<file path="config.mk">
export PLATFORM = sky130hd
export DESIGN_NAME = programmable_counter
export DESIGN_NICKNAME = d
export VERILOG_FILES = /design/src/rtl/counter_pkg.sv /design/src/rtl/counter_next_value.sv /design/src/rtl/programmable_counter.sv
export SDC_FILE = /design/constraint.sdc
export NUM_CORES = 1
export LEC_CHECK = 0
export CORE_AREA = 2 2 39 41
export CTS_CLUSTER_SIZE = 8
export DETAILED_ROUTE_END_ITERATION = 12
export DIE_AREA = 0 0 41 43
export PLACE_DENSITY = 0.77
export SLEW_MARGIN = 20
export SYNTH_ARGS = -nofsm -noshare
export SYNTH_HDL_FRONTEND = slang
export SYNTH_SLANG_ARGS = --single-unit
export TNS_END_PERCENT = 30
</file>
<file path="constraint.sdc">
create_clock -name clk -period 2.15 [get_ports clk]
set_clock_uncertainty 0.15 [all_clocks]
set_input_delay 0.215 -clock clk [delete_from_list [all_inputs] [get_ports clk]]
set_output_delay 0.215 -clock clk [all_outputs]
set_load 0.1 [all_outputs]
</file>
<file path="src/rtl/counter_pkg.sv">
// counter_pkg: shared types and defaults for programmable_counter.
//   dir_e          : counting direction carried on the Sel input
//   DEFAULT_WIDTH  : default counter width in bits
//   DEFAULT_MOD    : default counting modulus
package counter_pkg;

  typedef enum logic {
    DIR_UP   = 1'b0,
    DIR_DOWN = 1'b1
  } dir_e;

  localparam int DEFAULT_WIDTH = 4;
  localparam int DEFAULT_MOD   = 16;

endpackage

</file>
<file path="src/rtl/counter_next_value.sv">
// counter_next_value: purely combinational next-count calculation.
// Given the current count, the direction and the saturate request, it
// produces the value the counter takes on an enabled edge and whether that
// step is a wrap.
//   cur      in   WIDTH  current registered count
//   dir      in   dir_e  counting direction
//   sat      in   1      hold at the terminal value instead of wrapping
//   nxt      out  WIDTH  count after one enabled step
//   wrap     out  1      this step wraps around the modulus
//   at_term  out  1      cur is the terminal value for dir
module counter_next_value
  import counter_pkg::*;
#(
  parameter int WIDTH = DEFAULT_WIDTH,
  parameter int MOD   = DEFAULT_MOD
) (
  input  logic [WIDTH-1:0] cur,
  input  dir_e             dir,
  input  logic             sat,
  output logic [WIDTH-1:0] nxt,
  output logic             wrap,
  output logic             at_term
);

  // Largest legal count, held one bit wider so it compares directly with
  // the widened arithmetic results below.
  localparam logic [WIDTH:0] TOP = (WIDTH+1)'(MOD - 1);

  logic [WIDTH:0] cur_ext;
  logic [WIDTH:0] inc;
  logic [WIDTH:0] dec;

  assign cur_ext = {1'b0, cur};
  assign inc     = cur_ext + 1'b1;
  assign dec     = cur_ext - 1'b1;

  always_comb begin
    nxt     = cur;
    wrap    = 1'b0;
    at_term = 1'b0;
    if (cur_ext > TOP) begin
      // Out-of-range count (corruption): snap back to the start value for
      // the current direction without signalling a wrap.
      nxt = (dir == DIR_UP) ? '0 : TOP[WIDTH-1:0];
    end else if (dir == DIR_UP) begin
      // Increment overshoots the top exactly when cur == MOD-1.
      at_term = (inc > TOP);
      if (!at_term) begin
        nxt = inc[WIDTH-1:0];
      end else if (!sat) begin
        nxt  = '0;
        wrap = 1'b1;
      end
    end else begin
      // The extra bit of the widened decrement is the borrow out of zero.
      at_term = dec[WIDTH];
      if (!at_term) begin
        nxt = dec[WIDTH-1:0];
      end else if (!sat) begin
        nxt  = TOP[WIDTH-1:0];
        wrap = 1'b1;
      end
    end
  end

endmodule

</file>
<file path="src/rtl/programmable_counter.sv">
// programmable_counter: modulo-MOD up/down counter with synchronous load.
// Edge priority is reset > load > en. Saida and wrap are registered; tc is
// combinational.
// Optional feature: define PROGRAMMABLE_COUNTER_SAT_EN to add the sat input,
// which makes the counter stick at its terminal value instead of wrapping.
//   clk       in   1      rising-edge clock
//   reset     in   1      synchronous active-high reset
//   en        in   1      count enable
//   Sel       in   1      direction: 0 = up, 1 = down
//   load      in   1      synchronous parallel load strobe
//   load_val  in   WIDTH  load value (clamped to MOD-1)
//   sat       in   1      saturate instead of wrap (macro builds only)
//   Saida     out  WIDTH  registered count
//   tc        out  1      en=1 and Saida at terminal value for Sel
//   wrap      out  1      one-cycle pulse the cycle after a wrap
module programmable_counter
  import counter_pkg::*;
#(
  parameter int WIDTH = DEFAULT_WIDTH,
  parameter int MOD   = DEFAULT_MOD
) (
  input  logic             clk,
  input  logic             reset,
  input  logic             en,
  input  logic             Sel,
  input  logic             load,
  input  logic [WIDTH-1:0] load_val,
`ifdef PROGRAMMABLE_COUNTER_SAT_EN
  input  logic             sat,
`endif
  output logic [WIDTH-1:0] Saida,
  output logic             tc,
  output logic             wrap
);

  // Reject moduli that cannot be represented or that make no counter.
  if (MOD < 2 || MOD > (2 ** WIDTH)) begin : g_bad_mod
    $error("programmable_counter: MOD must satisfy 2 <= MOD <= 2**WIDTH");
  end

  localparam logic [WIDTH:0]   MOD_EXT = (WIDTH+1)'(MOD);
  localparam logic [WIDTH-1:0] MAX_VAL = WIDTH'(MOD - 1);

  dir_e             dir;
  logic             sat_i;
  logic [WIDTH-1:0] nxt;
  logic             nxt_wrap;
  logic             at_term;
  logic [WIDTH-1:0] load_clamped;

  assign dir = dir_e'(Sel);

`ifdef PROGRAMMABLE_COUNTER_SAT_EN
  assign sat_i = sat;
`else
  assign sat_i = 1'b0;
`endif

  counter_next_value #(
    .WIDTH (WIDTH),
    .MOD   (MOD)
  ) u_next (
    .cur     (Saida),
    .dir     (dir),
    .sat     (sat_i),
    .nxt     (nxt),
    .wrap    (nxt_wrap),
    .at_term (at_term)
  );

  assign load_clamped = ({1'b0, load_val} < MOD_EXT) ? load_val : MAX_VAL;

  assign tc = en & at_term;

  always_ff @(posedge clk) begin
    if (reset) begin
      Saida <= (dir == DIR_DOWN) ? MAX_VAL : '0;
      wrap  <= 1'b0;
    end else if (load) begin
      Saida <= load_clamped;
      wrap  <= 1'b0;
    end else if (en) begin
      Saida <= nxt;
      wrap  <= nxt_wrap;
    end else begin
      wrap  <= 1'b0;
    end
  end

endmodule

</file>
* Yosys cells after proc, flatten, opt, wreduce, memory -nomap -nowiden *
Cells that the tools add are included.

word-level totals
  output and inout port bits = 6
  logic and storage cells = 23
  register bits after elaboration = 5
  input port bits = 9

operators by class
  mux-type cells = 13
  bitwise gates (word level) = 2
  reductions and logical operators = 2
  add/sub/neg operators = 2
  magnitude comparators = 2

operator list
  operator             count
  $mux 4               8
  $add 4x1->5 const B  1
  $gt 5x4->1 const B   1
  $mux 1               5
  $sub 4x1->5 const B  1
  $gt 4x4->1 const B   1
  $reduce_or 4->1      1
  $reduce_bool 3->1    1
  $and 1x1->1          1
  $not 1->1            1

* Logic depth before layout (Yosys ltp) *
  depth in word-level cells = 8
  depth in mapped cells = 7
  mapped depth without buffers = 6

* By module *
Synthesis repeated with hierarchy kept, for this count alone.

unflattened totals
  cells, all modules = 63
  area total of the unflattened synthesis = 563.0 um^2

modules (own cells, without submodules)
  module                area an instance (um^2)  cells an instance  times used
  counter_next_value    306.5                    45                 1
  programmable_counter  256.5                    18                 1

* Least setup slack after synthesis *
OpenSTA, ideal clock, no wires.

  path type = register to register
  start = register Saida[0]
  end = register wrap
  arrival = 3.076 ns
  library setup time = 0.063 ns
  period minus slack after synthesis = 3.289 ns
  buffers on the path = 1
  slack = -1.139 ns
  cell stages (with the launch flop) = 8
  cells stage by stage = edfxtp_1 -> buf_2 -> inv_1 -> ha_1 -> nand2b_1 -> nor4b_4 -> o311a_1 -> and2_1

between the ends
  cells in the longest elaborated chain, start to end = 4
  elaborated cells between the ends (all ways) = 8

ends and longest elaborated chain
  element                 RTL line                    text
  start, declared         programmable_counter.sv:31  output logic [WIDTH-1:0] Saida,
  start signal, assigned  programmable_counter.sv:77  Saida <= (dir == DIR_DOWN) ? MAX_VAL : '0;
  start signal, assigned  programmable_counter.sv:80  Saida <= load_clamped;
  start signal, assigned  programmable_counter.sv:83  Saida <= nxt;
  $add 4x1->5             counter_next_value.sv:34    assign inc = cur_ext + 1'b1;
  $gt 5x4->1              counter_next_value.sv:47    at_term = (inc > TOP);
  $mux 1                  counter_next_value.sv:48    if (!at_term) begin
  $mux 1                  counter_next_value.sv:45    end else if (dir == DIR_UP) begin
  end signal, assigned    programmable_counter.sv:84  wrap <= nxt_wrap;
  end, declared           programmable_counter.sv:33  output logic wrap

Parallel ways exist; a longest one is shown, timed or not.
A chain may end at the register's enable or synchronous reset.

* Final worst setup path *
  start = register Saida[0]
  end = output port tc

between the ends
  cells in the longest elaborated chain, start to end = 5
  elaborated cells between the ends (all ways) = 7

ends and longest elaborated chain
  element        RTL line                    text
  $add 4x1->5    counter_next_value.sv:34
  $gt 5x4->1     counter_next_value.sv:47
  $mux 1         counter_next_value.sv:45
  $mux 1 *       counter_next_value.sv:41    if (cur_ext > TOP) begin
  $and 1x1->1 *  programmable_counter.sv:73  assign tc = en & at_term;
  end, declared  programmable_counter.sv:32  output logic tc,

Every way passes the cells marked *; elsewhere a longest branch is shown, timed or not.

==> qor.yml <==
fin_crit_sh: 1.00
power.total_uw: 566
n_antenna_cell: 0
vias: 528
cap_viol_max_count: 0
viasPerCell: 5.39
worst_pin_slew_ns: 0.333
critPathRequiredTime_ns: 1.78
routedWlPerCell_um: 13.7
layout.nets: 95
clk_pin_slew_ns: 0.04
synth.top_cell.area_share: 0.242
start_util: 0.359
drt_iter0_markers: 25
hold_depth: 3
period_needed_ns: 2.15
drc: 0
synth_area_um2: 497
area_growth_pct: 55.9
ys_seq_elements: 5
ys_async_sr_fraction: 0
cts_tree: "done"
fin_util: 0.560
path_class: "reg2out"
leakage_uw: 0.000319
ant_nets: 0
setup_tns_ns: 0
pin_count: 15
die_area_um2: 1760
gp_congestion: 0.936
final_hold_viol_count: 0
cts_buffers: 3
start_kind: "flip-flop"
rsz0062_at_grt: "true"
yosys-top-cells-area: "edfxtp_1 (24%), ha_1 (7.6%), o21ai_0 (5.0%)"
outcome: "completed"
synth_edf_count: 4
die_y_um: 43
cp_max_fo: 3
grt_antenna_before_repair: 0
power_density_nw_per_um2: 731
synth_cell_types: 28
hold_class: "in2reg"
grt-ovfl-total: 0
clockBufferDepth: 2
ys_top_cells_by_count: "inv_1 (6), nor2_1 (6), o21ai_0 (5)"
cts.sinks: 5
slew_violations: 0
synth-seq-area-share: 0.282
yosysWarnings: 0
slew_headroom: 0.777
r2r_start: "Saida[0]$_DFFE_PP_"
syn_inst: 59
htree_levels: 1
dieWidth_um: 41
track_usage: 0.193
synth-main-ff-cell: "edfxtp_1"
rr_worst_depth: 6
drt-total-wl_um: 1350
synth.avg_cell_area_um2: 8.42
cp-end-kind: "primary output"
setup_viol_count_final: 0
min_to: "Saida[1]$_DFFE_PP_"
port_buffers: 14
num-fill-cells: 124
hp-start: "load_val[1]"
grt_max_degree: 10
grt_pass1_vias: 460
grt_pass1_wl_um: 2280
clk_latency_ns: 0.24
core_um2: 1380
syn_nets: 71
drive_gt1_frac: 0.329
yosys.area.top_type: "edfxtp_1"
cts_root_buffer: "clkbuf_4"
ir_worst_vdd_v: 0.000453
cp-startpoint: "Saida[0]$_DFFE_PP_"
fmax_ghz: 0.465
rows: 14
crit_arrival_ns: 1.78
r2r_slack_ns: 0.23
dp_hpwl_um: 978
r2r-end: "Saida[1]$_DFFE_PP_"
drt-pass1-iter-count: 4
-- cell families (layout without fill, tap and decap cells) --
kind of cell,count (synthesis),in the layout,synth area share
XOR/XNOR,3,3,0.0680
flip-flops,5,5,0.282
AO/OA/AOI/OAI,18,18,0.239
adder cells (fa/ha/maj),3,3,0.0756
AND/OR/NAND/NOR,21,21,0.249
buffers and inverters,9,32,0.0856
-- sequential cells by signal, indices dropped and copies added, names as in the netlist --
register	cells
Saida	4
wrap	1
-- worst max path at each step --
stage / end / cells past startpoint / slack [ns]
floorplan: wrap$_SDFF_PP0_ / 7 / -0.51
global placement: tc / 5 / 0.11
detailed placement: tc / 5 / 0.05
CTS: tc / 6 / 0.01
global route: tc / 5 / -0.07
finish: tc / 5 / 0.0006
-- stage by stage --
step / hold WS, ns / instance area [um2] / cells / worst slack (ns)
after floorplan: 0.250 / 537 / 59 / -0.511
after global placement: 0.562 / 703 / 89 / 0.110
after detailed placement: 0.562 / 703 / 89 / 0.0482
after CTS: 0.487 / 774 / 98 / 0.0134
after global routing: 0.499 / 774 / 98 / -0.0742
final: 0.490 / 774 / 98 / 0.000555
-- routing by layer --
layer / wire, um / up-vias / track usage
met5: 0 / - / 0
met1: 603 / 237 / 0.284
met3: 96 / 2 / 0.0628
li1: - / 261 / -
met4: 19 / 0 / 0.0400
met2: 627 / 28 / 0.272
-- worst max-delay path: stages (launching register included) --
cell and delay [ns]:
edfxtp_1 0.45, ha_2 0.25, xnor2_2 0.18, nor4b_4 0.29
o311a_4 0.22, buf_12 0.17
-- repair_timing --
| action | CTS | global route |
|---|---|---|
| hold buffers | 0 | 0 |
| endpoints found under the setup margin | 1 | 1 |
| setup buffers | 5 | 0 |
| pin swaps | 3 | 0 |
| resized for setup | 3 | 0 |
-- cell type report --
| type | count | area (um2) | area share |
|---|---|---|---|
| Tap cell | 16 | 20.0 | 0.0258 |
| Clock buffer | 4 | 26.3 | 0.0339 |
| Inverter | 6 | 25.0 | 0.0323 |
| Sequential cell | 5 | 140 | 0.181 |
| Multi-Input combinational cell | 45 | 353 | 0.456 |
| Timing Repair Buffer | 22 | 210 | 0.271 |
-- layout by cell type (no fill, tap or decap), types with 2 or more instances in the layout --
cell,Yosys,routed
clkbuf_4,0,3
nor2_1,6,6
a21oi_1,4,4
or3_1,2,2
edfxtp_1,4,4
o21ai_0,5,5
clkdlybuf4s50_1,0,8
inv_1,6,4
nand2_1,4,3
buf_12,0,2
buf_4,0,12
o311ai_0,2,2
xnor2_1,2,2
a31oi_1,2,2
nand3_1,3,3
-- report_power, final --
group	switching [uW]	internal, uW
registers	21.2	120
logic	186	131
clock network	38.0	70.1
No activity file was read; power rests on OpenSTA's default activity.
